$ cat config.mk
export PLATFORM = sky130hd
export DESIGN_NAME = load_store_unit
export DESIGN_NICKNAME = d
export VERILOG_FILES = /design/src/rtl/load_store_unit_pkg.sv /design/src/rtl/load_store_unit_load_align.sv /design/src/rtl/load_store_unit.sv
export SDC_FILE = /design/constraint.sdc
export NUM_CORES = 1
export LEC_CHECK = 0
export CORE_UTILIZATION = 40
export CTS_BUF_LIST = sky130_fd_sc_hd__clkbuf_16
export DETAILED_ROUTE_END_ITERATION = 6
export DONT_BUFFER_PORTS = 1
export GPL_ROUTABILITY_DRIVEN = 0
export GPL_TIMING_DRIVEN = 0
export PLACE_DENSITY_LB_ADDON = 0.2
export RECOVER_POWER = 100
export SLEW_MARGIN = 10
export SYNTH_ARGS = -nofsm -noshare
export SYNTH_HDL_FRONTEND = slang
export SYNTH_SLANG_ARGS = --single-unit
$ cat constraint.sdc
create_clock -name clk -period 2.6 [get_ports clk]
set_input_delay 0.26 -clock clk [delete_from_list [all_inputs] [get_ports clk]]
set_output_delay 0.26 -clock clk [all_outputs]
set_load 0.1 [all_outputs]
$ cat src/rtl/load_store_unit_pkg.sv
// Shared types and helpers for the load/store unit: FSM states, decoded memory op, store lane helpers.
// Latency: n/a (types and pure functions only).
// Backpressure: n/a.
package lsu_pkg;

    localparam int XLEN  = 32;
    localparam int REG_W = 5;

    typedef enum logic [1:0] {
        IDLE,
        REQ,
        DONE
    } state_t;

    typedef enum logic [3:0] {
        OP_NONE,
        OP_LB,
        OP_LBU,
        OP_LH,
        OP_LHU,
        OP_LW,
        OP_SB,
        OP_SH,
        OP_SW
    } op_t;

    // Byte write strobes; halfwords use only addr[1], so odd half addresses align down.
    function automatic logic [3:0] wstrb_for(input op_t op, input logic [1:0] addr_lo);
        logic [3:0] strb;
        case (op)
            OP_SB:   strb = 4'b0001 << addr_lo;
            OP_SH:   strb = 4'b0011 << {addr_lo[1], 1'b0};
            OP_SW:   strb = 4'b1111;
            default: strb = 4'b0000;
        endcase
        return strb;
    endfunction

    // Replicate store data across all lanes so the strobes alone select the bytes.
    function automatic logic [XLEN-1:0] wdata_for(input op_t op, input logic [XLEN-1:0] data);
        logic [XLEN-1:0] wdata;
        case (op)
            OP_SB:   wdata = {4{data[7:0]}};
            OP_SH:   wdata = {2{data[15:0]}};
            default: wdata = data;
        endcase
        return wdata;
    endfunction

    function automatic logic is_store(input op_t op);
        return (op == OP_SB) || (op == OP_SH) || (op == OP_SW);
    endfunction

    // Halfword at an odd address or word not on a 4-byte boundary.
    function automatic logic is_misaligned(input op_t op, input logic [1:0] addr_lo);
        logic mis;
        case (op)
            OP_LH, OP_LHU, OP_SH: mis = addr_lo[0];
            OP_LW, OP_SW:         mis = (addr_lo != 2'b00);
            default:              mis = 1'b0;
        endcase
        return mis;
    endfunction

endpackage

$ cat src/rtl/load_store_unit_load_align.sv
// Extracts the addressed byte/halfword/word from a load word and sign/zero extends it.
// Latency: combinational.
// Backpressure: none.
module load_align
    import lsu_pkg::*;
(
    input  logic [XLEN-1:0] rdata,
    input  logic [1:0]      addr_lo,
    input  op_t             op,
    output logic [XLEN-1:0] result
);

    logic [7:0]  byte_sel;
    logic [15:0] half_sel;

    // Lane select then extension according to the load flavour.
    always_comb begin
        byte_sel = rdata[{addr_lo, 3'b000} +: 8];
        half_sel = addr_lo[1] ? rdata[31:16] : rdata[15:0];
        case (op)
            OP_LB:   result = {{24{byte_sel[7]}}, byte_sel};
            OP_LBU:  result = {24'd0, byte_sel};
            OP_LH:   result = {{16{half_sel[15]}}, half_sel};
            OP_LHU:  result = {16'd0, half_sel};
            OP_LW:   result = rdata;
            default: result = '0;
        endcase
    end

endmodule

$ cat src/rtl/load_store_unit.sv
// Memory-access stage: passes ALU results through, or runs one data-memory transaction per load/store.
// Latency: pass-through 1 cycle; memory op 1 + k cycles where k >= 1 is the memory response delay.
// Backpressure: result held in DONE until writeback_ready; LOAD_STORE_UNIT_MISALIGN_TRAP_EN enables misalign traps.
module load_store_unit
    import lsu_pkg::*;
(
    input  logic             clk,
    input  logic             reset,

    input  logic             executor_valid,
    output logic             accessor_ready,
    output logic             accessor_valid,
    input  logic             writeback_ready,

    input  logic [REG_W-1:0] executor_rd,
    input  logic [XLEN-1:0]  executor_rd_data,
    input  logic [XLEN-1:0]  executor_mem_addr,
    input  logic             executor_is_lb,
    input  logic             executor_is_lbu,
    input  logic             executor_is_lh,
    input  logic             executor_is_lhu,
    input  logic             executor_is_lw,
    input  logic             executor_is_sb,
    input  logic             executor_is_sh,
    input  logic             executor_is_sw,

    output logic             dmem_ready,
    input  logic             dmem_valid,
    output logic [XLEN-1:0]  dmem_addr,
    output logic [XLEN-1:0]  dmem_wdata,
    output logic [3:0]       dmem_wstrb,
    input  logic [XLEN-1:0]  dmem_rdata,

    output logic [REG_W-1:0] accessor_rd,
    output logic [XLEN-1:0]  accessor_rd_data,
    output logic             accessor_trap
);

    state_t           state;
    state_t           state_next;
    state_t           accept_target;
    op_t              exec_op;
    op_t              op_q;
    logic [REG_W-1:0] rd_q;
    logic [1:0]       addr_lo_q;
    logic             accept;
    logic             mem_done;
    logic             exec_trap;
    logic [XLEN-1:0]  load_result;

    // Collapse the one-hot op flags into the op enum.
    always_comb begin
        exec_op = OP_NONE;
        if (executor_is_lb)       exec_op = OP_LB;
        else if (executor_is_lbu) exec_op = OP_LBU;
        else if (executor_is_lh)  exec_op = OP_LH;
        else if (executor_is_lhu) exec_op = OP_LHU;
        else if (executor_is_lw)  exec_op = OP_LW;
        else if (executor_is_sb)  exec_op = OP_SB;
        else if (executor_is_sh)  exec_op = OP_SH;
        else if (executor_is_sw)  exec_op = OP_SW;
    end

`ifdef LOAD_STORE_UNIT_MISALIGN_TRAP_EN
    assign exec_trap = is_misaligned(exec_op, executor_mem_addr[1:0]);

    // Trap flag follows the accepted result; a completed memory op is never a trap.
    always_ff @(posedge clk or posedge reset) begin
        if (reset) begin
            accessor_trap <= 1'b0;
        end else if (accept) begin
            accessor_trap <= exec_trap;
        end else if (mem_done) begin
            accessor_trap <= 1'b0;
        end
    end
`else
    assign exec_trap     = 1'b0;
    assign accessor_trap = 1'b0;
`endif

    assign accept        = executor_valid & accessor_ready;
    assign mem_done      = (state == REQ) & dmem_valid;
    // Trapped ops complete without touching memory.
    assign accept_target = ((exec_op == OP_NONE) || exec_trap) ? DONE : REQ;

    // State register.
    always_ff @(posedge clk or posedge reset) begin
        if (reset) begin
            state <= IDLE;
        end else begin
            state <= state_next;
        end
    end

    // Next-state: DONE can accept the next result in the same cycle it hands one off.
    always_comb begin
        state_next = state;
        case (state)
            IDLE: begin
                if (accept) state_next = accept_target;
            end
            REQ: begin
                if (dmem_valid) state_next = DONE;
            end
            DONE: begin
                if (accept)               state_next = accept_target;
                else if (writeback_ready) state_next = IDLE;
            end
            default: state_next = IDLE;
        endcase
    end

    // Handshake outputs; ready is forced low while reset is held.
    always_comb begin
        accessor_ready = ~reset & ((state == IDLE) | ((state == DONE) & writeback_ready));
        accessor_valid = (state == DONE);
        dmem_ready     = (state == REQ);
    end

    load_align u_load_align (
        .rdata   (dmem_rdata),
        .addr_lo (addr_lo_q),
        .op      (op_q),
        .result  (load_result)
    );

    // Latch the request at accept; capture the writeback result at accept or memory completion.
    always_ff @(posedge clk or posedge reset) begin
        if (reset) begin
            op_q             <= OP_NONE;
            rd_q             <= '0;
            addr_lo_q        <= '0;
            dmem_addr        <= '0;
            dmem_wdata       <= '0;
            dmem_wstrb       <= '0;
            accessor_rd      <= '0;
            accessor_rd_data <= '0;
        end else if (accept) begin
            op_q      <= exec_op;
            rd_q      <= executor_rd;
            addr_lo_q <= executor_mem_addr[1:0];
            if (exec_op == OP_NONE) begin
                accessor_rd      <= executor_rd;
                accessor_rd_data <= (executor_rd == '0) ? '0 : executor_rd_data;
            end else if (exec_trap) begin
                accessor_rd      <= '0;
                accessor_rd_data <= '0;
            end else begin
                // Request fields stay frozen for the whole REQ phase.
                dmem_addr  <= {executor_mem_addr[XLEN-1:2], 2'b00};
                dmem_wstrb <= wstrb_for(exec_op, executor_mem_addr[1:0]);
                dmem_wdata <= wdata_for(exec_op, executor_rd_data);
            end
        end else if (mem_done) begin
            if (is_store(op_q)) begin
                accessor_rd      <= '0;
                accessor_rd_data <= '0;
            end else begin
                accessor_rd      <= rd_q;
                accessor_rd_data <= (rd_q == '0) ? '0 : load_result;
            end
        end
    end

endmodule

==> key figures, run 1 <==
Run status
  • Result of the run: finished with violations
  • Failing checks: negative hold slack

Finish
  • Most frequent standard cell in the layout excluding fill and tap cells: nand2_1
  • Final std cell area, no fill: between 0.007 and 0.008 mm2
  • Final layout net count: roughly 830
  • Final-layout fill cell count: about 1300
  • Final standard cell count with taps included and fillers excluded: approximately 900
  • Share of layout cells above drive strength 1: between 10 and 15%
  • Area added between synthesis and finish: 22.7%
  • Number of diodes added for antenna fixing: 0
  • Top library cells by usage in the layout, fill and taps aside: nand2_1, dfrtp_1, dlygate4sd3_1, a21oi_1, nor2_1

Clock network
  • CTS tree: yes
  • Later-pin clock latency in the skew report: between 0.4 and 0.5 ns
  • Number of clock sinks seen by CTS: about 120
  • Maximum level of the CTS H-tree: 4
  • Root Buffer: clkbuf_16
  • Number of buffers added by the clock tree synthesis step: 17
  • Maximum clock insertion buffer count: 2
  • Clock transition time at the flip-flop clock pins of the worst setup and hold paths: 0.06 ns

Floorplan
  • Die outline width: approximately 120 um
  • Core area: 0.0145 mm2
  • Die height: between 100 and 150 um
  • Die ar.: 0.0152 mm2
  • Top-level port count: about 220
  • Site row count: 44
  • Starting density of the core: between 40% and 50%

Worst setup path
  • Maximum cell stage delay along the critical path: ~0.6 ns
  • Count of cells along the worst register-to-register path: 7
  • Critical path start-end classification: flop to flop
  • Crit path buffers/inverters: 3
  • Critical-path cell with the highest stage delay: nor2_4
  • RR Startpoint: state[0]
  • Series of cell instances along the critical path: clkinv_1 > nor2_4 > a32o_2 > buf_4 > clkbuf_2 > nor2_1 > a21oi_1
  • Worst Setup End Kind: flop
  • Setup slack, reg-to-reg: roughly 0.21 ns
  • Required time at the worst-slack endpoint: roughly 2.9 ns
  • Endpoint of the worst register-to-register path: accessor_rd_data[18]
  • Worst setup SP type: flop
  • Maximum fanout along the worst path: 10
  • Data arrival time of the critical path: ~2.7 ns
  • Family with the most delay on the worst path: buffers and inverters

Synthesis
  • Number of enable-type register cells in the synthesized netlist: 0
  • Area of the mapped netlist: around 0.0059 mm2
  • Count of synthesis-stage warnings from yosys: 0
  • Unique cell type count in the Yosys netlist: 60
  • Simple-gate share of the synthesized area: 21.5%
  • Share of synthesized flip-flops with an asynchronous set or reset: between 90% and 100%
  • Multiplexer share of the synthesized area: under 10%
  • Dominant combinational cell family by area after synthesis: simple AND/OR/NAND/NOR gates
  • Number of instances in the synthesized netlist: between 600 and 700
  • Synth Area in XOR/XNOR: less than 1%
  • Adder-cell share of the synthesized area: 0%
  • Fraction of the yosys area taken by sequential cells: around half
  • Prevailing post-synth register cell: dfrtp_1
  • Avg Inst Size Synth: about 9 um2
  • Number of storage elements in the synthesis netlist: 116
  • Synthesized-area fraction occupied by ao, oa, aoi and oai cells: 20.1%

Timing
  • Worst clock skew: about 0.0092 ns
  • Max Transition Viols Final: 0
  • Setup Total Neg Slack: 0 ns
  • Worst Setup Slack, final: about 0.21 ns
  • Setup repair after global routing missed its margin: no
  • Final setup fails: 0
  • Max Fclk: approximately 0.42 GHz
  • Minimum clock period after layout: 2.39 ns
  • Worst Tran Pin Value: 1.08 ns
  • Worst slew margin relative to its limit: between 20% and 30%
  • Final number of hold-violating endpoints: approximately 120
  • Hold WS: -0.247 ns
  • Final clock period utilization by the worst path: between 90% and 100%

Place
  • Pre-CTS WS: -0.623 ns
  • Total of buffers placed on input and output ports: 0
  • Post-detail-place hpwl: 14500 um
  • Placement-stage cell area: 0.00619 mm2
  • Placed Cells incl. Taps: roughly 840

Run
  • Count of max-cap constraint violations: 0

Pwr
  • Ratio of total power to cell area: ~1500 mW/mm2
  • Leak pwr: between 3 and 4 nW
  • Worst ir drop on vdd: between 0.6 and 0.7 mV
  • Power consumption: 10.9 mW

Global routing
  • Wire length of the first global-routing pass: 29000 um
  • Maximum number of pins on one net before global-route repair: 119
  • Overflow left after global routing: 0
  • Number of global-route vias before repair: around 5300
  • Number of antenna violations at the first check in global routing: 0
  • Aggregate global-route resource usage: roughly a quarter

Route
  • Total number of vias: 5192
  • DRC viols: 0
  • Iteration-0 DRC count of the detailed router: between 300 and 400
  • Avg Vias per Cell: roughly 5.7
  • Count of nets left with antenna violations after detail routing: 0
  • Overall routed net length: 19700 um
  • Final routed wire length divided by cell count: ~21 um
  • Number of search-and-repair iterations in the first detailed-routing pass: 5

Min path
  • Class of the worst hold path: input pin to async pin
how the worst max path moves through the flow:
stage,cells after the start,from,endpoint
after global placement,7,reset,dmem_addr[11]
after detailed placement,7,reset,dmem_addr[11]
after global routing,6,state[0],accessor_rd_data[5]
after floorplan,7,state[0],accessor_rd_data[19]
after CTS,7,state[1],dmem_addr[11]
final,7,state[0],accessor_rd_data[18]
cell usage after synthesis, types with 11 or more instances:
master    number  area, um2
nor2_1        45        169
a21oi_1       47        235
buf_2         18       90.1
clkbuf_1      19       71.3
mux2i_1       12        120
a221o_1       11        110
nand3_1       31        155
nand2_1      187        702
dfrtp_1      116       2900
a31oi_1       16        100
mux2_2        12        135
a21o_1        26        195
what timing repair did:
action / in CTS / in global routing
endpoints found under the hold margin: 171 / 117
pin swaps: 0 / 0
cloned: 0 / 0
hold buffers: 48 / 1
endpoints found under the setup margin: 50 / 20
resized for setup: 2 / 1
setup buffers: 0 / 0
metal layers:
layer | share of wire (%) | GRT usage [%]
met1 | 40 | 31.1
met3 | 11 | 11.2
met5 | 0 | 0
met2 | 47 | 41.7
met4 | 1.9 | 8.81
stage by stage:
step,util (%),hold slack (ns)
global placement,42.5,0.348
detailed placement,42.8,0.366
CTS,50.3,-0.202
finish,50.0,-0.247
floorplan,-,0.314
global route,50.0,-0.202
logic make-up after synthesis:
kind of cell,count (synthesis)
and+or+nand+nor,293
buffers and inverters,55
other,1
DFF,116
AOI/OAI and AO/OA,158
muxes,24
xor gates and xnor gates,1
registers in the layout, indices dropped and copies added (netlist names):
name	count
state	2
accessor_rd	5
addr_lo_q	2
op_q	4
rd_q	5
dmem_wstrb	4
dmem_addr	30
dmem_wdata	32
accessor_rd_data	32
final cells by class:
cell class,count,area (um2),share of cell area [%]
Buffer,49,253,3.49
Clock buffer,17,425,5.87
Clock inverter,15,166,2.30
Inverter,6,35.0,0.484
Multi-Input combinational cell,479,2710,37.4
Sequential cell,116,2900,40.1
Tap cell,184,230,3.18
Timing Repair Buffer,51,522,7.20
where the power goes:
part | switching [mW] | internal, mW
registers | 4.57 | 2.30
logic | 0.966 | 0.728
clock network | 0.865 | 1.49
worst reg2reg max path: stages, from the launching register on:
cell      delay, ns
dfrtp_1        0.42
clkinv_1       0.22
nor2_4         0.61
a32o_2         0.31
buf_4          0.21
clkbuf_2       0.30
nor2_1         0.07
a21oi_1        0.16
Note: power is estimated with default switching activity, not from simulation.
==> inputs of run 2 (changes only) <==
--- a/config.mk
+++ b/config.mk
@@ -5,6 +5,8 @@
 export SDC_FILE = /design/constraint.sdc
 export NUM_CORES = 1
 export LEC_CHECK = 0
+export CELL_PAD_IN_SITES_DETAIL_PLACEMENT = 0
+export CELL_PAD_IN_SITES_GLOBAL_PLACEMENT = 1
 export CORE_UTILIZATION = 40
 export CTS_BUF_LIST = sky130_fd_sc_hd__clkbuf_16
 export DETAILED_ROUTE_END_ITERATION = 6
==> constraint.sdc (replaced) <==
create_clock -name clk -period 2.45 [get_ports clk]
set_input_delay 0.245 -clock clk [delete_from_list [all_inputs] [get_ports clk]]
set_output_delay 0.245 -clock clk [all_outputs]
set_load 0.1 [all_outputs]
==> run 2 against run 1 <==
- cell area grew 2.3%
- non-clock buffer count grew 12
- the flow still finishes with violations (negative hold slack)
- combinational power grew 11%
- fmax grew 1.8%
- hold slack gained 0.012 ns
- cell count grew 1.3%
- via count grew 2.5%
- clock skew shrank 0.0029 ns
- sequential cell count is the same
- clock power grew 8.5%
- largest cell class unchanged
- critical path type unchanged
- first-iteration DRC count grew 18%
==> key figures, run 2 (synthesized netlist as in run 1, its figures left out) <==
Clock network
  • Number of clock sinks seen by CTS: 116 (unchanged)
  • Count of hold-fix buffers inserted at cts: 60 (was 48)
  • Clock transition time at the flip-flop clock pins of the worst setup and hold paths: 0.06 ns (about the same)
  • Maximum level of the CTS H-tree: 4 (unchanged)
  • CTS tree: yes (unchanged)
  • Number of buffers added by the clock tree synthesis step: 17 (unchanged)
  • Later-pin clock latency in the skew report: 0.42 ns (about the same)
  • Root Buffer: clkbuf_16 (unchanged)
  • Maximum clock insertion buffer count: 2 (unchanged)

Floorplan
  • Starting density of the core: 40.8% (unchanged)
  • Die outline width: 123 um (unchanged)
  • Core area: 0.0145 mm2 (unchanged)
  • Die ar.: 0.0152 mm2 (unchanged)
  • Top-level port count: 223 (unchanged)
  • Die height: 123 um (unchanged)
  • Site row count: 44 (unchanged)

Worst setup path
  • Count of cells along the worst register-to-register path: 7 (unchanged)
  • Series of cell instances along the critical path: clkinv_1 > nor2_4 > a32o_2 > buf_4 > clkbuf_2 > nor2_1 > a21oi_1 (unchanged)
  • Required time at the worst-slack endpoint: 2.79 ns (was 2.94 ns)
  • Worst Setup End Kind: flop (unchanged)
  • Data arrival time of the critical path: 2.68 ns (was 2.73 ns)
  • RR Startpoint: state[0] (unchanged)
  • Endpoint of the worst register-to-register path: accessor_rd_data[15] (was accessor_rd_data[18])
  • Maximum fanout along the worst path: 10 (unchanged)
  • Setup slack, reg-to-reg: 0.11 ns (was 0.21 ns)
  • Worst setup SP type: flop (unchanged)
  • Critical-path cell with the highest stage delay: nor2_4 (unchanged)
  • Maximum cell stage delay along the critical path: 0.60 ns (was 0.61 ns)
  • Critical path start-end classification: flop to flop (unchanged)

Route
  • Avg Vias per Cell: 5.73 (was 5.66)
  • Count of nets left with antenna violations after detail routing: 0 (unchanged)
  • Final routed wire length divided by cell count: 22.1 um (was 21.5 um)
  • DRC viols: 0 (unchanged)
  • Iteration-0 DRC count of the detailed router: 405 (was 344)
  • Overall routed net length: 20600 um (was 19700 um)
  • Number of search-and-repair iterations in the first detailed-routing pass: 5 (unchanged)
  • Total number of vias: 5323 (was 5192)

Finish
  • Most frequent standard cell in the layout excluding fill and tap cells: nand2_1 (unchanged)
  • Largest registers: accessor_rd_data (32), dmem_wdata (32), dmem_addr (30) (unchanged)
  • Area added between synthesis and finish: 25.6% (was 22.7%)
  • Number of diodes added for antenna fixing: 0 (unchanged)
  • Share of layout cells above drive strength 1: 11.7% (was 11.2%)
  • Final layout net count: 846 (was 834)
  • Final-layout fill cell count: 1353 (was 1333)
  • Top library cells by usage in the layout, fill and taps aside: nand2_1, dfrtp_1, dlygate4sd3_1, a21oi_1, nor2_1 (unchanged)
  • Post-layout util: 51.2% (was 50.0%)

Run status
  • Failing checks: negative hold slack (unchanged)
  • Result of the run: finished with violations (unchanged)

Timing
  • Final number of hold-violating endpoints: 116 (unchanged)
  • Max Fclk: 0.427 GHz (was 0.419 GHz)
  • Setup repair after global routing missed its margin: no (unchanged)
  • Worst slew margin relative to its limit: 24.6% (was 27.7%)
  • Final clock period utilization by the worst path: 95.6% (was 91.8%)
  • Final setup fails: 0 (unchanged)
  • Worst clock skew: 0.00634 ns (was 0.00925 ns)
  • Hold WS: -0.234 ns (was -0.247 ns)
  • Worst Tran Pin Value: 1.13 ns (was 1.08 ns)
  • Max Transition Viols Final: 0 (unchanged)
  • Minimum clock period after layout: 2.34 ns (was 2.39 ns)
  • Setup Total Neg Slack: 0 ns (unchanged)

Global routing
  • Aggregate global-route resource usage: 26.9% (was 26.0%)
  • Number of global-route vias before repair: 5266 (was 5286)
  • Wire length of the first global-routing pass: 29800 um (was 29000 um)
  • Overflow left after global routing: 0 (unchanged)
  • Maximum number of pins on one net before global-route repair: 119 (unchanged)
  • Number of antenna violations at the first check in global routing: 0 (unchanged)

Run
  • Count of max-cap constraint violations: 0 (unchanged)

Place
  • Post-detail-place hpwl: 14700 um (was 14500 um)
  • Total of buffers placed on input and output ports: 0 (unchanged)

Pwr
  • Leak pwr: 3.35 nW (was 3.26 nW)
  • Worst ir drop on vdd: 0.665 mV (was 0.612 mV)
  • Ratio of total power to cell area: 1580 mW/mm2 (was 1510 mW/mm2)

Min path
  • Class of the worst hold path: input pin to async pin (unchanged)
[run 2: metal layers]
| metal | track usage (%) | wire length, um | up-vias |
|---|---|---|---|
| met4 | 10.5 | 516 | 0 |
| met3 | 9.13 | 1900 | 31 |
| li1 | - | - | 2434 |
| met1 | 32.1 | 8180 | 2590 |
| met2 | 44.6 | 9970 | 268 |
| met5 | 0 | 0 | - |
[run 2: worst max path at each step]
stage               slack, ns                   end  cells past startpoint      from
floorplan                0.12  accessor_rd_data[19]                      7  state[0]
finish                   0.11  accessor_rd_data[15]                      7  state[0]
global placement        -0.67   accessor_rd_data[4]                      7     reset
global route            0.002  accessor_rd_data[17]                      7  state[0]
CTS                      0.03  accessor_rd_data[17]                      7  state[0]
detailed placement      -0.72   accessor_rd_data[4]                      7     reset
[run 2: where the power goes]
part | internal [mW] | switching [mW] | total, mW
clock network | 1.67 | 0.887 | 2.56
logic | 0.802 | 1.07 | 1.87
registers | 2.44 | 4.86 | 7.30
[run 2: critical path: cells and delay by family, from the launching register on]
kind / cells / cell delay [ns]
AOI/OAI and AO/OA: 2 / 0.43
buffers and inverters: 3 / 0.73
DFF: 1 / 0.42
and+or+nand+nor: 2 / 0.67
[run 2: through the flow]
step	cells	setup WS [ns]	area (um2)	power (mW)
floorplan	650	0.124	5920	8.54
global placement	834	-0.670	6150	9.03
detailed placement	836	-0.722	6190	9.12
CTS	928	0.0340	7400	11.8
global route	929	0.00188	7410	12.1
finish	929	0.107	7410	11.7
[run 2: layout make-up]
class                      count  area (um2)  share of cell area, %
tap                          184         230                   3.11
sequential                   116        2900                   39.2
clock inverter                15         171                   2.31
clock buffer                  17         425                   5.74
buffer                        49         254                   3.43
multi-input combinational    479        2750                   37.1
inverter                       6        35.0                  0.473
timing repair buffer          63         639                   8.63
[run 2: what timing repair did]
item                       in CTS  in global routing
hold endpoints to repair      185                116
resized for setup               2                  4
setup endpoints to repair      58                 47
pin swaps                       0                  2
setup buffers                   0                  1
==> inputs of run 3 (changes only) <==
--- a/config.mk
+++ b/config.mk
@@ -7,6 +7,7 @@
 export LEC_CHECK = 0
 export CELL_PAD_IN_SITES_DETAIL_PLACEMENT = 0
 export CELL_PAD_IN_SITES_GLOBAL_PLACEMENT = 1
+export CORE_MARGIN = 2
 export CORE_UTILIZATION = 40
 export CTS_BUF_LIST = sky130_fd_sc_hd__clkbuf_16
 export DETAILED_ROUTE_END_ITERATION = 6
==> run 3 against run 2 <==
- the flow still finishes with violations (negative hold slack)
- cell area up 0.42%
- fmax is 1.4% higher
- clock skew increased by 0.0018 ns
- non-clock buffer count decreased by 2
- first-iteration DRC count is 9.1% lower
- count of clock-buffer cells in the layout stayed put
- wire length is 0.30% lower
- power grew 1.8%
- critical path type unchanged
- highest routed layer unchanged
==> key figures, run 3 (synthesized netlist as in run 1, its figures left out) <==
Place
  • Post-detail-place hpwl: 15000 um (was 14700 um)
  • Total of buffers placed on input and output ports: 0 (unchanged)
  • Placed Cells incl. Taps: 836 (unchanged)

Route
  • Overall routed net length: 20500 um (was 20600 um)
  • Avg Vias per Cell: 5.82 (was 5.73)
  • Total number of vias: 5403 (was 5323)
  • Iteration-0 DRC count of the detailed router: 368 (was 405)
  • Count of nets left with antenna violations after detail routing: 0 (unchanged)
  • Final routed wire length divided by cell count: 22.1 um (about the same)
  • DRC viols: 0 (unchanged)
  • Number of search-and-repair iterations in the first detailed-routing pass: 6 (was 5)

Clock network
  • CTS tree: yes (unchanged)
  • Root Buffer: clkbuf_16 (unchanged)
  • Later-pin clock latency in the skew report: 0.42 ns (about the same)
  • Clock transition time at the flip-flop clock pins of the worst setup and hold paths: 0.06 ns (about the same)
  • Maximum clock insertion buffer count: 2 (unchanged)
  • Maximum level of the CTS H-tree: 4 (unchanged)
  • Number of clock sinks seen by CTS: 116 (unchanged)
  • Number of buffers added by the clock tree synthesis step: 17 (unchanged)

Timing
  • Hold WS: -0.262 ns (was -0.234 ns)
  • Final clock period utilization by the worst path: 94.3% (was 95.6%)
  • Minimum clock period after layout: 2.31 ns (was 2.34 ns)
  • Worst slew margin relative to its limit: 25.9% (was 24.6%)
  • Worst clock skew: 0.00815 ns (was 0.00634 ns)
  • Worst Tran Pin Value: 1.11 ns (was 1.13 ns)
  • Final number of hold-violating endpoints: 116 (unchanged)
  • Setup repair after global routing missed its margin: no (unchanged)
  • Final setup fails: 0 (unchanged)
  • Max Fclk: 0.433 GHz (was 0.427 GHz)
  • Max Transition Viols Final: 0 (unchanged)

Finish
  • Area added between synthesis and finish: 26.1% (was 25.6%)
  • Final layout net count: 844 (was 846)
  • Share of layout cells above drive strength 1: 12.2% (was 11.7%)
  • Final standard cell count with taps included and fillers excluded: 928 (was 929)
  • Top library cells by usage in the layout, fill and taps aside: nand2_1, dfrtp_1, dlygate4sd3_1, a21oi_1, nor2_1 (unchanged)
  • Footprint of the flip-flops and latches: 0.00290 mm2 (unchanged)
  • Multi-input logic area: 0.00274 mm2 (was 0.00275 mm2)
  • Most frequent standard cell in the layout excluding fill and tap cells: nand2_1 (unchanged)
  • Final-layout fill cell count: 1350 (was 1353)
  • Largest registers: accessor_rd_data (32), dmem_wdata (32), dmem_addr (30) (unchanged)

Worst setup path
  • RR Startpoint: op_q[1] (was state[0])
  • Worst setup SP type: flop (unchanged)
  • Required time at the worst-slack endpoint: 2.80 ns (was 2.79 ns)
  • Worst Setup End Kind: flop (unchanged)
  • Endpoint of the worst register-to-register path: accessor_rd_data[0] (was accessor_rd_data[15])
  • Count of cells along the worst register-to-register path: 6 (was 7)
  • Setup slack, reg-to-reg: 0.14 ns (was 0.11 ns)
  • Critical path start-end classification: flop to flop (unchanged)
  • Data arrival time of the critical path: 2.66 ns (was 2.68 ns)
  • Maximum fanout along the worst path: 10 (unchanged)

Floorplan
  • Die outline width: 125 um (was 123 um)
  • Top-level port count: 223 (unchanged)
  • Core area: 0.0145 mm2 (unchanged)
  • Die ar.: 0.0157 mm2 (was 0.0152 mm2)
  • Die height: 125 um (was 123 um)
  • Site row count: 44 (unchanged)
  • Starting density of the core: 40.8% (unchanged)

Global routing
  • Overflow left after global routing: 0 (unchanged)
  • Maximum number of pins on one net before global-route repair: 119 (unchanged)
  • Wire length of the first global-routing pass: 31600 um (was 29800 um)
  • Aggregate global-route resource usage: 26.3% (was 26.9%)
  • Number of global-route vias before repair: 5561 (was 5266)
  • Number of antenna violations at the first check in global routing: 1 (was 0)

Run status
  • Result of the run: finished with violations (unchanged)
  • Failing checks: negative hold slack (unchanged)

Min path
  • Class of the worst hold path: input pin to async pin (unchanged)

Run
  • Count of max-cap constraint violations: 0 (unchanged)

Pwr
  • Leak pwr: 3.34 nW (was 3.35 nW)
  • Ratio of total power to cell area: 1600 mW/mm2 (was 1580 mW/mm2)
  • Worst ir drop on vdd: 0.776 mV (was 0.665 mV)
-- run 3: cell types whose count changed in the layout (fill, tap and decap cells not counted), moves of 3 or more --
cell,before,now
clkinv_1,6,0
clkbuf_2,8,5
inv_1,6,3
inv_6,0,3
-- run 3: per-stage QoR --
stage	setup TNS [ns]	utilization, %	power [mW]	setup slack [ns]	area, um2
after floorplan	0	-	8.54	0.124	5920
after global placement	-42.84	42.5	9.03	-0.646	6150
after detailed placement	-46.06	42.8	9.12	-0.688	6190
after CTS	0	51.2	12.0	0.0288	7420
after global routing	0	51.4	12.4	0.0545	7440
final	0	51.4	11.9	0.139	7440
-- run 3: routing by layer --
layer,GRT usage [%],vias up,part of all wire [%]
met5,0,-,0
met4,12.2,0,3.7
li1,-,2445,-
met3,11.0,41,10
met1,30.9,2630,39
met2,41.9,287,47
-- run 3: what timing repair did --
action | 4_1_cts | 5_1_grt
resized for setup | 2 | 6
setup endpoints to repair | 58 | 48
hold buffers | 56 | 2
hold endpoints to repair | 181 | 118
buffers inserted | 0 | 1
-- run 3: final cells by class --
type / count / area share, %
diodes: 1 / 0.0336
plain buffers: 49 / 3.45
clock buffers: 17 / 5.72
clock inverters: 15 / 3.08
inverters: 6 / 0.471
multi-input cells: 479 / 36.8
flip-flops and latches: 116 / 39.0
well taps: 184 / 3.09
repair buffers: 61 / 8.32
-- run 3: worst max path at each step --
stage / startpoint / to / slack, ns
after CTS: state[0] / accessor_rd_data[15] / 0.03
final: op_q[1] / accessor_rd_data[0] / 0.14
after global routing: state[1] / dmem_addr[16] / 0.05
after detailed placement: reset / accessor_rd_data[0] / -0.69
after global placement: reset / accessor_rd_data[3] / -0.65
after floorplan: state[0] / accessor_rd_data[19] / 0.12
-- run 3: critical path: stages (launching register included) --
cell	delay (ns)
dfrtp_1	0.43
clkbuf_2	0.21
nand2b_1	0.22
a211o_1	0.29
a41oi_1	0.59
a222oi_1	0.26
o211ai_2	0.23
-- run 3: where the power goes --
part,switching (mW),internal [mW],leakage [nW]
Combinational,1.06,0.795,1.63
Sequential,4.87,2.44,1.40
Clock,0.962,1.81,0.306
==> edit 1, RTL diff (config.mk and constraints of run 2) <==
Build with the macro `LOAD_STORE_UNIT_MISALIGN_TRAP_EN` defined.
--- a/src/rtl/load_store_unit.sv
+++ b/src/rtl/load_store_unit.sv
@@ -1,6 +1,8 @@
 // Memory-access stage: passes ALU results through, or runs one data-memory transaction per load/store.
 // Latency: pass-through 1 cycle; memory op 1 + k cycles where k >= 1 is the memory response delay.
 // Backpressure: result held in DONE until writeback_ready; LOAD_STORE_UNIT_MISALIGN_TRAP_EN enables misalign traps.
+`define LOAD_STORE_UNIT_MISALIGN_TRAP_EN
+
 module load_store_unit
     import lsu_pkg::*;
 (
Behaviour: not the same (Yosys sat finds a counterexample within 4 cycles, from zero or initial values and one cycle with reset high).
==> edit 1 against run 2 <==
The flow finishes with violations (design-rule violations). Hold slack better by 0.26 ns. Sequential cell count up 1. First-iteration DRC count up 7.2%. Area after synthesis up 2.4%. Wire length down 5.5%. Sequential share of layout area down 0.34 points. Non-clock buffer count down 8. Setup slack worse by 0.038 ns. Total power up 2.1%. Final cell count down 13%. Via count down 8.8%. Final area up 1.8%. Largest power group unchanged. Highest routed layer unchanged.
==> edit 1: results (changes against run 2) <==
metric,value,unit,change
post_cts_buffers,1,,was 0
grt_use_total,25.5,%,was 26.9%
wl_met1,7580,um,was 8180 um
ir_worst_vdd,0.000955,V,was 0.000665 V
drc_errors,26,,was 0
power.leakage,3.15,nW,was 3.35 nW
seq_cell_power,7.58,mW,was 7.30 mW
syn_to_final_growth,24.8,%,was 25.6%
status,finished with violations,,unchanged
ctsResizeCount,12,,was 2
use_met2,41.6,%,was 44.6%
hold_ws,0.0258,ns,was -0.234 ns
finClkSkew,0.00571,ns,was 0.00634 ns
violations,design-rule violations,,was negative hold slack
dr.first_iter.drc_count,434,,was 405
use_met3,9.97,%,was 9.13%
firstDrtPassIters,7,,was 5
cp_slowest_cell,or4_1,,was nor2_4
tightest_slew,1.05,ns,was 1.13 ns
wl_met3,1850,um,was 1900 um
cts_hold_buffers,55,,was 60
reg2reg_from,rd_q[4],,was state[0]
rr_worst_depth,6,,was 7
yosysSeqAreaShare,48.5,%,was 49.2%
clockPowerShare,21.2,%,was 21.8%
grt_max_degree,39,,was 119
==> edit 1: cell types whose count changed in the layout (fill, tap and decap cells not counted), moves of 21 or more <==
cell | run 2 | this run
a21o_1 | 26 | 4
a21oi_1 | 45 | 12
mux2_2 | 11 | 89
nand2_1 | 187 | 45
nand3_1 | 31 | 10
nor2_1 | 44 | 16
o21ai_0 | 5 | 36
==> edit 1: cell families after synthesis <==
group	count (synthesis)
AOI/OAI and AO/OA	140
DFF	117
muxes	104
xor gates and xnor gates	1
buffers and inverters	51
other	1
and+or+nand+nor	113
==> edit 1: layout make-up <==
cell class	count	area [um2]	area share, %
sequential	117	2930	38.8
multi-input combinational	360	2850	37.8
timing repair buffer	64	627	8.32
clock buffer	17	425	5.64
buffer	40	255	3.39
tap	184	230	3.05
clock inverter	15	180	2.39
inverter	10	42.5	0.564
==> edit 1: worst max-delay path by stage <==
stage / startpoint / end / slack [ns] / cells after the start
floorplan: executor_is_lhu / accessor_rd[4] / 0.11 / 7
global placement: state[0] / accessor_rd_data[31] / -0.27 / 6
detailed placement: state[0] / accessor_rd_data[31] / -0.28 / 6
CTS: state[1] / accessor_rd_data[16] / 0.003 / 8
global route: rd_q[4] / accessor_rd_data[31] / -0.01 / 6
finish: rd_q[4] / accessor_rd_data[31] / 0.07 / 6
==> edit 1: per-stage QoR <==
step           instances  instance area [um2]  total power [mW]  util, %  worst slack (ns)
2_1_floorplan        528                 6050              8.82        -             0.105
3_3_place_gp         712                 6280              9.26     42.9            -0.274
3_5_place_dp         717                 6370              9.36     43.5            -0.279
4_1_cts              804                 7590              12.0     51.8           0.00349
5_1_grt              807                 7540              12.3     51.5           -0.0125
6_report             807                 7540              12.0     51.5            0.0687
==> edit 2, RTL diff (config.mk and constraints of run 2) <==
Without the edit above. The 3 states of `state_t` get a one-hot encoding in 3 bits.
--- a/src/rtl/load_store_unit_pkg.sv
+++ b/src/rtl/load_store_unit_pkg.sv
@@ -6,10 +6,10 @@
     localparam int XLEN  = 32;
     localparam int REG_W = 5;
 
-    typedef enum logic [1:0] {
-        IDLE,
-        REQ,
-        DONE
+    typedef enum logic [2:0] {
+        IDLE = 3'b001,
+        REQ  = 3'b010,
+        DONE = 3'b100
     } state_t;
 
     typedef enum logic [3:0] {
Function: no difference found for any inputs over 4 cycles, from zero or initial values and one cycle with reset high; so few cycles prove little.
==> edit 2 against run 2 <==
Wire length decreased by 5.3%. Sequential share of layout area rose by 0.93 points. Setup slack improved by 0.0063 ns. Area after synthesis increased by 0.78%. First-iteration DRC count is 4.2% lower. Largest power group unchanged. Largest cell class unchanged. Die area is 0.77% higher. Sequential cell count grew 1. Critical endpoint is now accessor_ready. Total power fell by 6.2%. Final area shrank 1.4%. Combinational power decreased by 21%. Count of clock-buffer cells in the layout unchanged. Final cell count decreased by 0.32%. Register-to-register slack improved by 0.02 ns.
==> edit 2: results (changes against run 2) <==
metric,value,unit,change
syn_to_final_growth,22.8,%,was 25.6%
hp-class,primary input to register,,was primary input to async pin
grt_use_total,25.9,%,was 26.9%
hpwl,14700,um,about the same
ys_top_cells_by_area,"dfrtp_1 (49%), nand2_1 (11%), mux2i_1 (5.4%), a21oi_1 (4.5%), a21o_1 (4.0%)",,"was dfrtp_1 (49%), nand2_1 (12%), a21oi_1 (4.0%), a21o_1 (3.3%), nor2_1 (2.9%)"
crit_start,state[0],,unchanged
dpl_cell_area,6250,um2,was 6190 um2
status,finished clean,,was finished with violations
finClkSkew,0.00781,ns,was 0.00634 ns
synth_cell_types,50,,was 60
multi_input_cells,487,,was 479
switchingPower,6.28,mW,was 6.82 mW
syn-instance-count,656,,was 648
grt_first_pass_wirelength,28800,um,"was 29,800 um"
arrival,2.09,ns,was 2.68 ns
muxShareOfSynthArea,8.61,%,was 4.33%
buf_share,10.5,%,was 12.1%
power.leakage,3.35,nW,about the same
nets,843,,was 846
slowest_delay,0.79,ns,was 0.60 ns
drt-vias-per-instance,5.55,,was 5.73
tightest_slew,1.06,ns,was 1.13 ns
wire_per_inst,21.0,um,was 22.1 um
synth-compound-area-share,18.1,%,was 20.1%
nFillCells,1390,,"was 1,353"
==> edit 2: per-layer routing <==
layer,vias to the layer above,wire [um],track usage (%)
met4,0,447,10.3
met2,235,9420,41.8
met1,2466,7810,31.4
met5,-,0,0
li1,2404,-,-
met3,30,1780,9.48
==> edit 2: path summary, 6_finish.rpt <==
| kind | to | slack, ns |
|---|---|---|
| hold reg to reg | rd_q[4] | 0.52 |
| setup / recovery | accessor_ready | 0.11 |
| hold / removal | dmem_wstrb[3] | 0.02 |
| setup reg to reg | dmem_wdata[27] | 0.13 |
| max in group asynchronous | dmem_wdata[30] | 0.37 |
| min in group asynchronous | rd_q[2] | 0.37 |
==> edit 2: what timing repair did <==
item                                    4_1_cts  5_1_grt
endpoints found under the setup margin       27       24
endpoints found under the hold margin        61        1
resized for setup                             1        2
pin swaps                                     0        0
buffers inserted                              0        0
hold buffers                                 48        1
